<file path="config.mk">
export PLATFORM = sky130hd
export DESIGN_NAME = ov7670_config_sequencer
export DESIGN_NICKNAME = d
export VERILOG_FILES = /design/src/rtl/ov7670_config_sequencer.sv
export SDC_FILE = /design/constraint.sdc
export NUM_CORES = 1
export LEC_CHECK = 0
export BUFFER_PORTS_ARGS = -buffer_cell sky130_fd_sc_hd__buf_2
export CELL_PAD_IN_SITES_DETAIL_PLACEMENT = 2
export CELL_PAD_IN_SITES_GLOBAL_PLACEMENT = 2
export CORE_ASPECT_RATIO = 1.1
export CORE_MARGIN = 4
export CORE_UTILIZATION = 35
export DETAILED_ROUTE_END_ITERATION = 7
export PLACE_DENSITY_LB_ADDON = 0.12
export SYNTH_ARGS = -nofsm -noshare
export SYNTH_HDL_FRONTEND = slang
export SYNTH_SLANG_ARGS = --single-unit
export TNS_END_PERCENT = 1
</file>
<file path="constraint.sdc">
create_clock -name clk -period 2.54 [get_ports clk]
set_input_delay 0.127 -clock clk [delete_from_list [all_inputs] [get_ports clk]]
set_output_delay 0.127 -clock clk [all_outputs]
set_load 0.02 [all_outputs]
</file>
<file path="src/rtl/ov7670_config_sequencer.sv">
// Walks the OV7670 register-initialisation ROM and issues each entry as an SCCB
// register write, honouring the delay (0xFFF0) and end (0xFFFF) markers.
module ov7670_config_sequencer #(
    parameter int DELAY_CYCLES = 250000,
    parameter int MAX_RETRY    = 2
) (
    input  logic        clk,
    input  logic        rst,
    input  logic        start,
    output logic [7:0]  rom_addr,
    input  logic [15:0] rom_dout,
    output logic        cmd_valid,
    input  logic        cmd_ready,
    output logic [7:0]  cmd_reg,
    output logic [7:0]  cmd_data,
    input  logic        sccb_done,
    input  logic        sccb_err,
    output logic        busy,
    output logic        done,
    output logic        err
);

    localparam int CW = $clog2(DELAY_CYCLES + 1);
    localparam int RW = (MAX_RETRY > 0) ? $clog2(MAX_RETRY + 1) : 1;

    localparam logic [CW-1:0] DELAY_LOAD  = CW'(DELAY_CYCLES - 1);
    localparam logic [RW-1:0] RETRY_LIMIT = RW'(MAX_RETRY);
    localparam logic [15:0]   END_MARK    = 16'hFFFF;
    localparam logic [15:0]   DELAY_MARK  = 16'hFFF0;
    localparam logic [7:0]    LAST_ADDR   = 8'hFF;

    typedef enum logic [2:0] {
        ST_IDLE,
        ST_FETCH,
        ST_DECODE,
        ST_SEND,
        ST_WAIT,
        ST_DELAY,
        ST_NEXT,
        ST_FINISH
    } state_t;

    state_t        state_q, state_d;
    logic [7:0]    addr_d;
    logic          valid_d;
    logic [7:0]    reg_d;
    logic [7:0]    data_d;
    logic          busy_d;
    logic          done_d;
    logic          err_d;
    logic [RW-1:0] retry_q, retry_d;
    logic [CW-1:0] delay_q, delay_d;

    // NOTE: sequential state uses non-blocking assignments so every register
    // samples the pre-edge values computed by the combinational block.
    always_ff @(posedge clk or posedge rst) begin
        if (rst) begin
            state_q   <= ST_IDLE;
            rom_addr  <= '0;
            cmd_valid <= 1'b0;
            cmd_reg   <= '0;
            cmd_data  <= '0;
            busy      <= 1'b0;
            done      <= 1'b0;
            err       <= 1'b0;
            retry_q   <= '0;
            delay_q   <= '0;
        end else begin
            state_q   <= state_d;
            rom_addr  <= addr_d;
            cmd_valid <= valid_d;
            cmd_reg   <= reg_d;
            cmd_data  <= data_d;
            busy      <= busy_d;
            done      <= done_d;
            err       <= err_d;
            retry_q   <= retry_d;
            delay_q   <= delay_d;
        end
    end

    // NOTE: every signal gets its hold value first so no path through the case
    // leaves one unassigned and infers a latch.
    always_comb begin
        state_d = state_q;
        addr_d  = rom_addr;
        valid_d = cmd_valid;
        reg_d   = cmd_reg;
        data_d  = cmd_data;
        busy_d  = busy;
        done_d  = done;
        err_d   = err;
        retry_d = retry_q;
        delay_d = delay_q;

        unique case (state_q)
            ST_IDLE: begin
                if (start) begin
                    state_d = ST_FETCH;
                    addr_d  = '0;
                    busy_d  = 1'b1;
                    done_d  = 1'b0;
                    err_d   = 1'b0;
                end
            end

            // The ROM read is registered: give it one cycle with the new address.
            ST_FETCH: state_d = ST_DECODE;

            ST_DECODE: begin
                if (rom_dout == END_MARK) begin
                    state_d = ST_FINISH;
                end else if (rom_dout == DELAY_MARK) begin
                    delay_d = DELAY_LOAD;
                    state_d = ST_DELAY;
                end else begin
                    reg_d   = rom_dout[15:8];
                    data_d  = rom_dout[7:0];
                    retry_d = '0;
                    valid_d = 1'b1;
                    state_d = ST_SEND;
                end
            end

            ST_SEND: begin
                if (cmd_ready) begin
                    valid_d = 1'b0;
                    state_d = ST_WAIT;
                end
            end

            ST_WAIT: begin
                if (sccb_done) begin
                    if (!sccb_err) begin
                        state_d = ST_NEXT;
                    end else if (retry_q < RETRY_LIMIT) begin
                        retry_d = retry_q + RW'(1);
                        valid_d = 1'b1;
                        state_d = ST_SEND;
                    end else begin
                        err_d   = 1'b1;
                        state_d = ST_NEXT;
                    end
                end
            end

            // Counter runs DELAY_CYCLES-1 down to 0 inclusive: DELAY_CYCLES cycles here.
            ST_DELAY: begin
                if (delay_q == '0) begin
                    state_d = ST_NEXT;
                end else begin
                    delay_d = delay_q - CW'(1);
                end
            end

            ST_NEXT: begin
                if (rom_addr == LAST_ADDR) begin
                    err_d   = 1'b1;
                    state_d = ST_FINISH;
                end else begin
                    addr_d  = rom_addr + 8'd1;
                    state_d = ST_FETCH;
                end
            end

            ST_FINISH: begin
                busy_d  = 1'b0;
                done_d  = 1'b1;
                state_d = ST_IDLE;
            end

            default: state_d = ST_IDLE;
        endcase
    end

endmodule

</file>
=== After elaboration in Yosys (flattened, before gate mapping) ===
Cells that the tools add are included.

* Flip-flop bits (word level): 51
* Output and inout port bits: 28
* Word-level logic and storage cells: 94

* $add $sub $neg: 3
* $lt $le $gt $ge: 1
* Equal/unequal tests: 23
* Muxes and demuxes: 39
* Bitwise logic cells: 2
* Reductions and logical operators: 16

{| class="wikitable"
|+ Operators by type and width
! kind !! count
|-
| $mux 18 || 3
|-
| $pmux 18 s2 || 1
|-
| $eq 16x16->1 const B || 2
|-
| $mux 3 || 9
|-
| $ne 2x2->1 const B || 13
|-
| $pmux 3 s8 || 1
|-
| $logic_not 18->1 || 1
|-
| $sub 18x1->18 const B || 1
|-
| $mux 8 || 2
|-
| $pmux 8 s2 || 1
|-
| $eq 3x3->1 const B || 4
|-
| $mux 1 || 12
|-
| $reduce_and 6->1 || 2
|-
| $mux 2 || 5
|-
| $add 8x1->8 const B || 1
|-
| $eq 8x8->1 const B || 1
|-
| $reduce_and 4->1 || 2
|-
| $reduce_bool 2->1 || 4
|-
| $reduce_and 7->1 || 1
|-
| $eq 3x2->1 const B || 2
|-
| $pmux 1 s3 || 2
|-
| $reduce_and 3->1 || 2
|-
| $reduce_bool 3->1 || 2
|-
| $pmux 1 s2 || 2
|-
| other kinds (7) || 8
|}

=== Depth between registers and ports, before layout ===
Gate-level depths: netlist of the first run.

* Word-level depth: 5
* Mapped depth: 7
* Gate-level depth less buffers: 7

=== Least setup slack after synthesis of the first run ===
Ideal clock, no wire load.

* Path type: register -> register
* Start: reg delay_q[4]
* End: reg delay_q[8]
* Data arrival time: 1.826 ns
* Required time: 2.415 ns
* Slack: 0.588 ns
* Cell stages (with the launch flop): 6
* Period minus slack after synthesis: 1.952 ns
* Cell sequence: dfrtp_1 > or4_4 > or4_4 > nand2b_1 > a21oi_1 > mux2i_1

* Word-level cells in the longest chain between the ends: 3
* Elaborated cells on any way between the ends: 6
* Those cells by class: add/sub (1); eq/ne (1); mux (2); reduce/logical (2)

{| class="wikitable"
|+ RTL lines
! what !! RTL line !! RTL
|-
| from (decl) || 52 || <nowiki>logic [CW-1:0] delay_q, delay_d;</nowiki>
|-
| from (signal assigned) || 78 || <nowiki>delay_q <= delay_d;</nowiki>
|-
| $sub 18x1->18 / $logic_not 18->1 (equally long branches) || 152, 149 ||
|-
| $mux 18 / $ne 2x2->1 (equally long branches) || n/a ||
|-
| $pmux 18 s2 / $reduce_and 4->1 (equally long branches) || n/a ||
|}

Parallel ways exist; a longest one is shown, timed or not. The select of a mux whose other input is x is not followed.
A chain may end at the register's enable or synchronous reset.

=== Worst setup path in the final report of the first run ===
* Start: reg state_q[2]
* End: reg delay_q[0]

* Word-level cells in the longest chain between the ends: 3
* Elaborated cells on any way between the ends: 8
* Those cells by class: eq/ne (5); mux (1); reduce/logical (2)

{| class="wikitable"
|+ RTL lines
! what !! RTL line !! RTL
|-
| from (decl) || 43 || <nowiki>state_t state_q, state_d;</nowiki>
|-
| from (signal assigned) || 69 || <nowiki>state_q <= state_d;</nowiki>
|-
| $eq 3x3->1 / $eq 3x2->1 (equally long branches) || 96 || <nowiki>unique case (state_q)</nowiki>
|-
| $ne 2x2->1 (no line) / $reduce_bool 2->1 (equally long branches) || n/a ||
|-
| $reduce_and 4->1 (no line) || n/a ||
|}

Parallel ways exist; a longest one is shown, timed or not.

==> results of run 1 <==
[per-stage QoR]
| step | cell area, um^2 | worst slack [ns] | total power (W) |
|---|---|---|---|
| finish | 3276 | 0.3428 | 0.003441 |
| global route | 3276 | 0.1338 | 0.003708 |
| detailed placement | 3144 | 0.4439 | 0.002863 |
| global placement | 3144 | 0.4970 | 0.002802 |
| floorplan | 2759 | 0.5883 | 0.002358 |
| CTS | 3276 | 0.3683 | 0.003493 |
[cells in the final DEF (no fill, tap or decap), drive strengths merged, types with 6 or more instances in the layout]
cell type | netlist | routed
or3 | 7 | 7
clkbuf | 6 | 6
mux2i | 8 | 8
buf | 3 | 56
nor2 | 21 | 21
nand3 | 7 | 7
nand2b | 7 | 7
o211ai | 6 | 6
nor4 | 7 | 7
dfrtp | 51 | 51
inv | 7 | 8
mux2 | 16 | 16
o21ai | 23 | 23
nand2 | 14 | 14
a21oi | 17 | 17
nand4 | 10 | 10
nor3 | 6 | 6
[where the power goes]
part,internal (W),leakage [nW],total [W],switching [W]
combinational,0.000648,0.748,0.00149,0.000841
sequential,0.00108,0.610,0.00134,0.000266
clock,0.000325,0.0618,0.000610,0.000286
[how the worst min path moves through the flow]
stage            startpoint                 endpoint  slack (ns)
2_1_floorplan   rom_dout[0]  cmd_data[0]$_DFFE_PP0P_        0.28
3_5_place_dp            rst   cmd_reg[2]$_DFFE_PP0P_        0.13
6_report       rom_dout[10]   cmd_reg[2]$_DFFE_PP0P_        0.06
5_1_grt        rom_dout[14]   cmd_reg[6]$_DFFE_PP0P_        0.06
4_1_cts        rom_dout[10]   cmd_reg[2]$_DFFE_PP0P_        0.05
3_3_place_gp            rst   cmd_reg[2]$_DFFE_PP0P_        0.12
[cells by family (layout without fill, tap and decap cells)]
kind of cell	Yosys count	count (layout)	share of synthesized area, %
buf+inv	16	72	2.540
mux	24	24	10.79
simple gates	103	103	22.09
flops	51	51	46.26
fa+ha+maj	2	2	0.9069
xor+xnor	3	3	0.9526
compound gates	70	70	16.46
[timing repair]
| action | CTS | global route |
|---|---|---|
| endpoints found under the hold margin | 15 | 0 |
| hold buffers | 1 | 0 |
| setup buffers | 0 | 0 |
[layer usage]
metal | GRT usage [%] | vias to the layer above | routed length, um
li1 | - | 1111 | -
met1 | 21.37 | 1183 | 3329
met2 | 32.31 | 23 | 4064
met3 | 2.390 | 6 | 118
met4 | 4.059 | 0 | 76
met5 | 0 | - | 0
[cell type report]
cell class | instances | area (um^2) | area share (%)
clock buffers | 6 | 82.58 | 2.521
repair buffers | 57 | 307.8 | 9.396
multi-input cells | 202 | 1413 | 43.12
flip-flops and latches | 51 | 1276 | 38.96
well taps | 105 | 131.4 | 4.011
inverters | 7 | 26.28 | 0.8021
clock inverters | 2 | 38.79 | 1.184
[worst reg2reg max path, delay by kind of cell, from the launching register on]
| family | cells | cell delay (ns) |
|---|---|---|
| DFF | 1 | 0.58 |
| AOI/OAI and AO/OA | 3 | 0.82 |
| and+or+nand+nor | 2 | 0.72 |
==> flow_metrics.env, run 1 <==
export IMPL_whs_ns=0.06238
export IMPL_clk_latency_ns=0.31
export IMPL_synth_area_um2=2759
export IMPL_hold_viol=0
export IMPL_io_buffers=49
export IMPL_cts_resized=0
export IMPL_numClockSinks=51
export IMPL_critPathSlowestCell="dfrtp_1"
export IMPL_crit_buf_inv=0
export IMPL_crit_path_start_kind="flop"
export IMPL_largest_register_ffs=18
export IMPL_rsz0062_at_grt="no"
export IMPL_clock_skew_ns=0.007863
export IMPL_grt_max_degree=21
export IMPL_critPathMaxStageDelay_ns=0.58
export IMPL_synth_top_area_share_pct=46.26
export IMPL_peakVddDrop_uv=379.5
export IMPL_ys_seq_elements=51
export IMPL_synth_area_per_cell_um2=10.26
export IMPL_power_per_cell_area_nw_per_um2=1050
export IMPL_clkTransAtPathRegs_ns=0.10
export IMPL_ios=50
export IMPL_setup_viol=0
export IMPL_nFillCells=844
export IMPL_path_cells="nand2b_1 -> nor2_1 -> o21a_1 -> o21ai_0 -> o21ai_0"
export IMPL_setup_worst_path_start="state_q[2]$_DFFE_PP0P_"
export IMPL_fp_dieW_um=92.65
export IMPL_r2r_end="delay_q[0]$_DFFE_PP0P_"
export IMPL_clockRootBuffer="clkbuf_8"
export IMPL_drive_gt1_share_pct=28.62
export IMPL_wire_per_inst_um=17.65
export IMPL_first_global_vias=2597
export IMPL_synth_distinct_cells=50
export IMPL_syn_to_final_growth_pct=18.73
export IMPL_worst_pin_slew_ns=0.6345
export IMPL_wl_mm=7.590
export IMPL_endpoint="delay_q[0]$_DFFE_PP0P_"
export IMPL_top_register="delay_q"
export IMPL_synthArstFlopShare_pct=100.0
export IMPL_synth_most_common_cell="dfrtp_1"
export IMPL_cp_end_kind="flop"
export IMPL_worstSetupPathType="flop to flop"
export IMPL_htree_levels=2
export IMPL_fin_crit_sh_pct=86.51
export IMPL_drtIter0Drc=49
export IMPL_cts_buffers=5
export IMPL_final_cell_count_no_fill=430
export IMPL_ctsLongestPathBuffers=2
export IMPL_hold_class="input port to flop"
export IMPL_maxSlewViolCount=0
export IMPL_ys_seq_area_share_pct=46.26
export IMPL_yosys_warnings=0
export IMPL_synthFlopType="dfrtp_1"
export IMPL_relSlewSlack_pct=57.38
export IMPL_synth_top_area_cell="dfrtp_1"
export IMPL_grt_overflow=0
export IMPL_grt_first_pass_wirelength_mm=13.14
export IMPL_drc=0
export IMPL_cts_tree="yes"
export IMPL_worstPathRequired_ns=2.77
export IMPL_maxCapViolCount=0
export IMPL_num_rows=33
export IMPL_finalSetupTns_ns=0
export IMPL_final_util_pct=43.35
export IMPL_antenna_left=0
export IMPL_grt_antenna_before_repair=0
export IMPL_antennaDiodeCount=0
export IMPL_groute_usage_overall_pct=17.39
export IMPL_die_height_um=101.1
export IMPL_dp_hpwl_mm=5.939
export IMPL_crit_family="compound AO/OA/AOI/OAI gates"
export IMPL_netlist_top_cells_count="dfrtp_1 (51), o21ai_0 (20), nor2_1 (19)"
export IMPL_path_common_cell="o21ai_0"
export IMPL_r2r_slack_ns=0.34
export IMPL_synth_nets=293
export IMPL_p_leak_nw=1.420
export IMPL_syn_instance_count=269
export IMPL_max_freq_mhz=455.1
export IMPL_synth_area_leaders="dfrtp_1 (46%), mux2_4 (5.4%), o21ai_0 (3.6%)"
export IMPL_cp_max_fo=18
export IMPL_num_vias=2323
export IMPL_place_congestion=0.7566
export IMPL_post_drt_via_cell_ratio=5.402
export IMPL_nNetsFinal=348
export IMPL_holdPathStages=2
export IMPL_reg2reg_from="state_q[2]$_DFFE_PP0P_"
export IMPL_start_util_pct=36.51
export IMPL_arrival_ns=2.42
export IMPL_status="finished, final reports clean"
export IMPL_dr_pass1_iters=3
export IMPL_cp_depth=5
export IMPL_reg2reg_depth=5
export IMPL_core_area_um2=7556
export IMPL_dp_cells=421
export IMPL_layout_min_cycle_time_ns=2.197
export IMPL_synth_edf_count=0
export IMPL_dieArea_um2=9368
Note: power is estimated with default switching activity, not from simulation.
==> run 2: changes to the inputs <==
- CAP_MARGIN: not set -> 10
- CORE_UTILIZATION: 35 -> 36
- CTS_BUF_LIST: not set -> sky130_fd_sc_hd__clkbuf_8
==> flow_metrics.env, run 2 (synthesis results as in run 1) <==
export IMPL_worst_pin_slew_ns=0.7091
export IMPL_place_congestion=0.7388
export IMPL_grt_max_degree=22
export IMPL_reg2reg_from="delay_q[4]$_DFFE_PP0P_"
export IMPL_finalSetupTns_ns=0
export IMPL_grt_overflow=0
export IMPL_fin_crit_sh_pct=83.64
export IMPL_wire_per_inst_um=18.36
export IMPL_cts_tree="yes"
export IMPL_post_drt_via_cell_ratio=5.449
export IMPL_clockRootBuffer="clkbuf_8"
export IMPL_antenna_left=0
export IMPL_power_switching_w=0.001421
export IMPL_r2r_slack_ns=0.42
export IMPL_dr_pass1_iters=4
export IMPL_worstPathRequired_ns=2.77
export IMPL_hold_class="input port to flop"
export IMPL_syn_to_final_growth_pct=18.96
export IMPL_cts_buffers=5
export IMPL_dpl_cell_area_um2=3159
export IMPL_cts_setup_buffers=0
export IMPL_crit_path_start_kind="flop"
export IMPL_maxSlewViolCount=0
export IMPL_hold_path_startpoint="rom_dout[13]"
export IMPL_worstSetupPathType="flop to flop"
export IMPL_layout_common_cells="dfrtp_1 (51), buf_2 (49), o21ai_0 (20)"
export IMPL_setup_viol=0
export IMPL_nNetsFinal=350
export IMPL_pwr_share_seq_pct=38.4
export IMPL_p_leak_nw=1.427
export IMPL_sw_frac_of_total_pct=41.19
export IMPL_first_global_vias=2676
export IMPL_maxCapViolCount=0
export IMPL_ios=50
export IMPL_dieArea_um2=9130
export IMPL_htree_levels=2
export IMPL_grt_first_pass_wirelength_mm=13.73
export IMPL_relSlewSlack_pct=52.41
export IMPL_core_area_um2=7473
export IMPL_setup_worst_path_start="delay_q[4]$_DFFE_PP0P_"
export IMPL_drc=0
export IMPL_cts_resized=0
export IMPL_num_rows=33
export IMPL_final_cell_count_no_fill=432
export IMPL_num_vias=2354
export IMPL_holdPathStages=2
export IMPL_ctsLongestPathBuffers=2
export IMPL_peakVddDrop_uv=415.6
export IMPL_max_freq_mhz=470.7
export IMPL_start_util_pct=36.92
export IMPL_cp_max_fo=6
export IMPL_layout_min_cycle_time_ns=2.124
export IMPL_clock_skew_ns=0.01030
export IMPL_groute_usage_overall_pct=18.75
export IMPL_power_per_cell_area_nw_per_um2=1051
export IMPL_dp_cells=423
export IMPL_p_clk_share_pct=17.0
export IMPL_wl_mm=7.930
export IMPL_status="finished, final reports clean"
export IMPL_reg2reg_depth=5
export IMPL_antennaDiodeCount=0
export IMPL_die_height_um=99.82
export IMPL_p_int_w=0.002029
export IMPL_rsz0062_at_grt="no"
export IMPL_drtIter0Drc=58
export IMPL_arrival_ns=2.36
export IMPL_io_buffers=49
export IMPL_cp_end_kind="flop"
export IMPL_top_register="delay_q"
export IMPL_fp_dieW_um=91.47
export IMPL_layout_commonest_cell="dfrtp_1"
export IMPL_drive_gt1_share_pct=29.05
export IMPL_power_frac_comb_pct=44.6
export IMPL_clkTransAtPathRegs_ns=0.10
export IMPL_postCtsHoldBufs=1
export IMPL_final_area_um2=3282
export IMPL_largest_register_ffs=18
export IMPL_clk_latency_ns=0.32
export IMPL_numClockSinks=51
export IMPL_grt_antenna_before_repair=0
export IMPL_hold_viol=0
export IMPL_dp_hpwl_mm=6.019
run 2: path summary, 6_finish.rpt:
kind | endpoint
max in group asynchronous | rom_addr[6]$_DFFE_PP0P_
setup reg to reg | delay_q[14]$_DFFE_PP0P_
setup / recovery | delay_q[14]$_DFFE_PP0P_
min in group asynchronous | cmd_data[5]$_DFFE_PP0P_
hold / removal | cmd_reg[5]$_DFFE_PP0P_
hold reg to reg | delay_q[11]$_DFFE_PP0P_
run 2: per-stage QoR:
stage / hold slack [ns] / worst slack, ns / util, % / total power (W)
after CTS: 0.04263 / 0.3934 / 43.91 / 0.003500
final: 0.05213 / 0.4156 / 43.91 / 0.003449
after floorplan: 0.2750 / 0.5883 / - / 0.002358
after global routing: 0.03986 / 0.1656 / 43.91 / 0.003718
after global placement: 0.05762 / 0.5027 / 42.27 / 0.002823
after detailed placement: 0.06070 / 0.4176 / 42.27 / 0.002890
run 2: routing by layer:
metal,up-vias,share of wire (%),track usage [%]
met5,-,0,0
met4,0,1.7,6.381
met3,11,1.5,2.324
met2,23,53,34.57
met1,1200,43,22.47
li1,1120,-,-
run 2: critical path: stages (launching register included):
cell and delay (ns):
dfrtp_1 0.45, or4_4 0.55, or4_4 0.55, nor4_2 0.20, o21ai_0 0.11, mux2i_1 0.18
run 2: area by class of cell:
type,count,area [um^2]
Tap cell,105,131.4
Clock buffer,5,68.82
Sequential cell,51,1276
Multi-Input combinational cell,202,1413
Timing Repair Buffer,59,322.8
Inverter,7,26.28
Clock inverter,3,43.79
Fill cell,825,4192
run 2: power by group through the flow:
| stage | combinational [W] | clock [W] | sequential (W) |
|---|---|---|---|
| 2_1_floorplan | 0.000897 | 0 | 0.00146 |
| 3_3_place_gp | 0.00151 | 0 | 0.00131 |
| 3_5_place_dp | 0.00156 | 0 | 0.00133 |
| 4_1_cts | 0.00157 | 0.000610 | 0.00132 |
| 5_1_grt | 0.00169 | 0.000646 | 0.00138 |
| 6_report | 0.00154 | 0.000587 | 0.00132 |
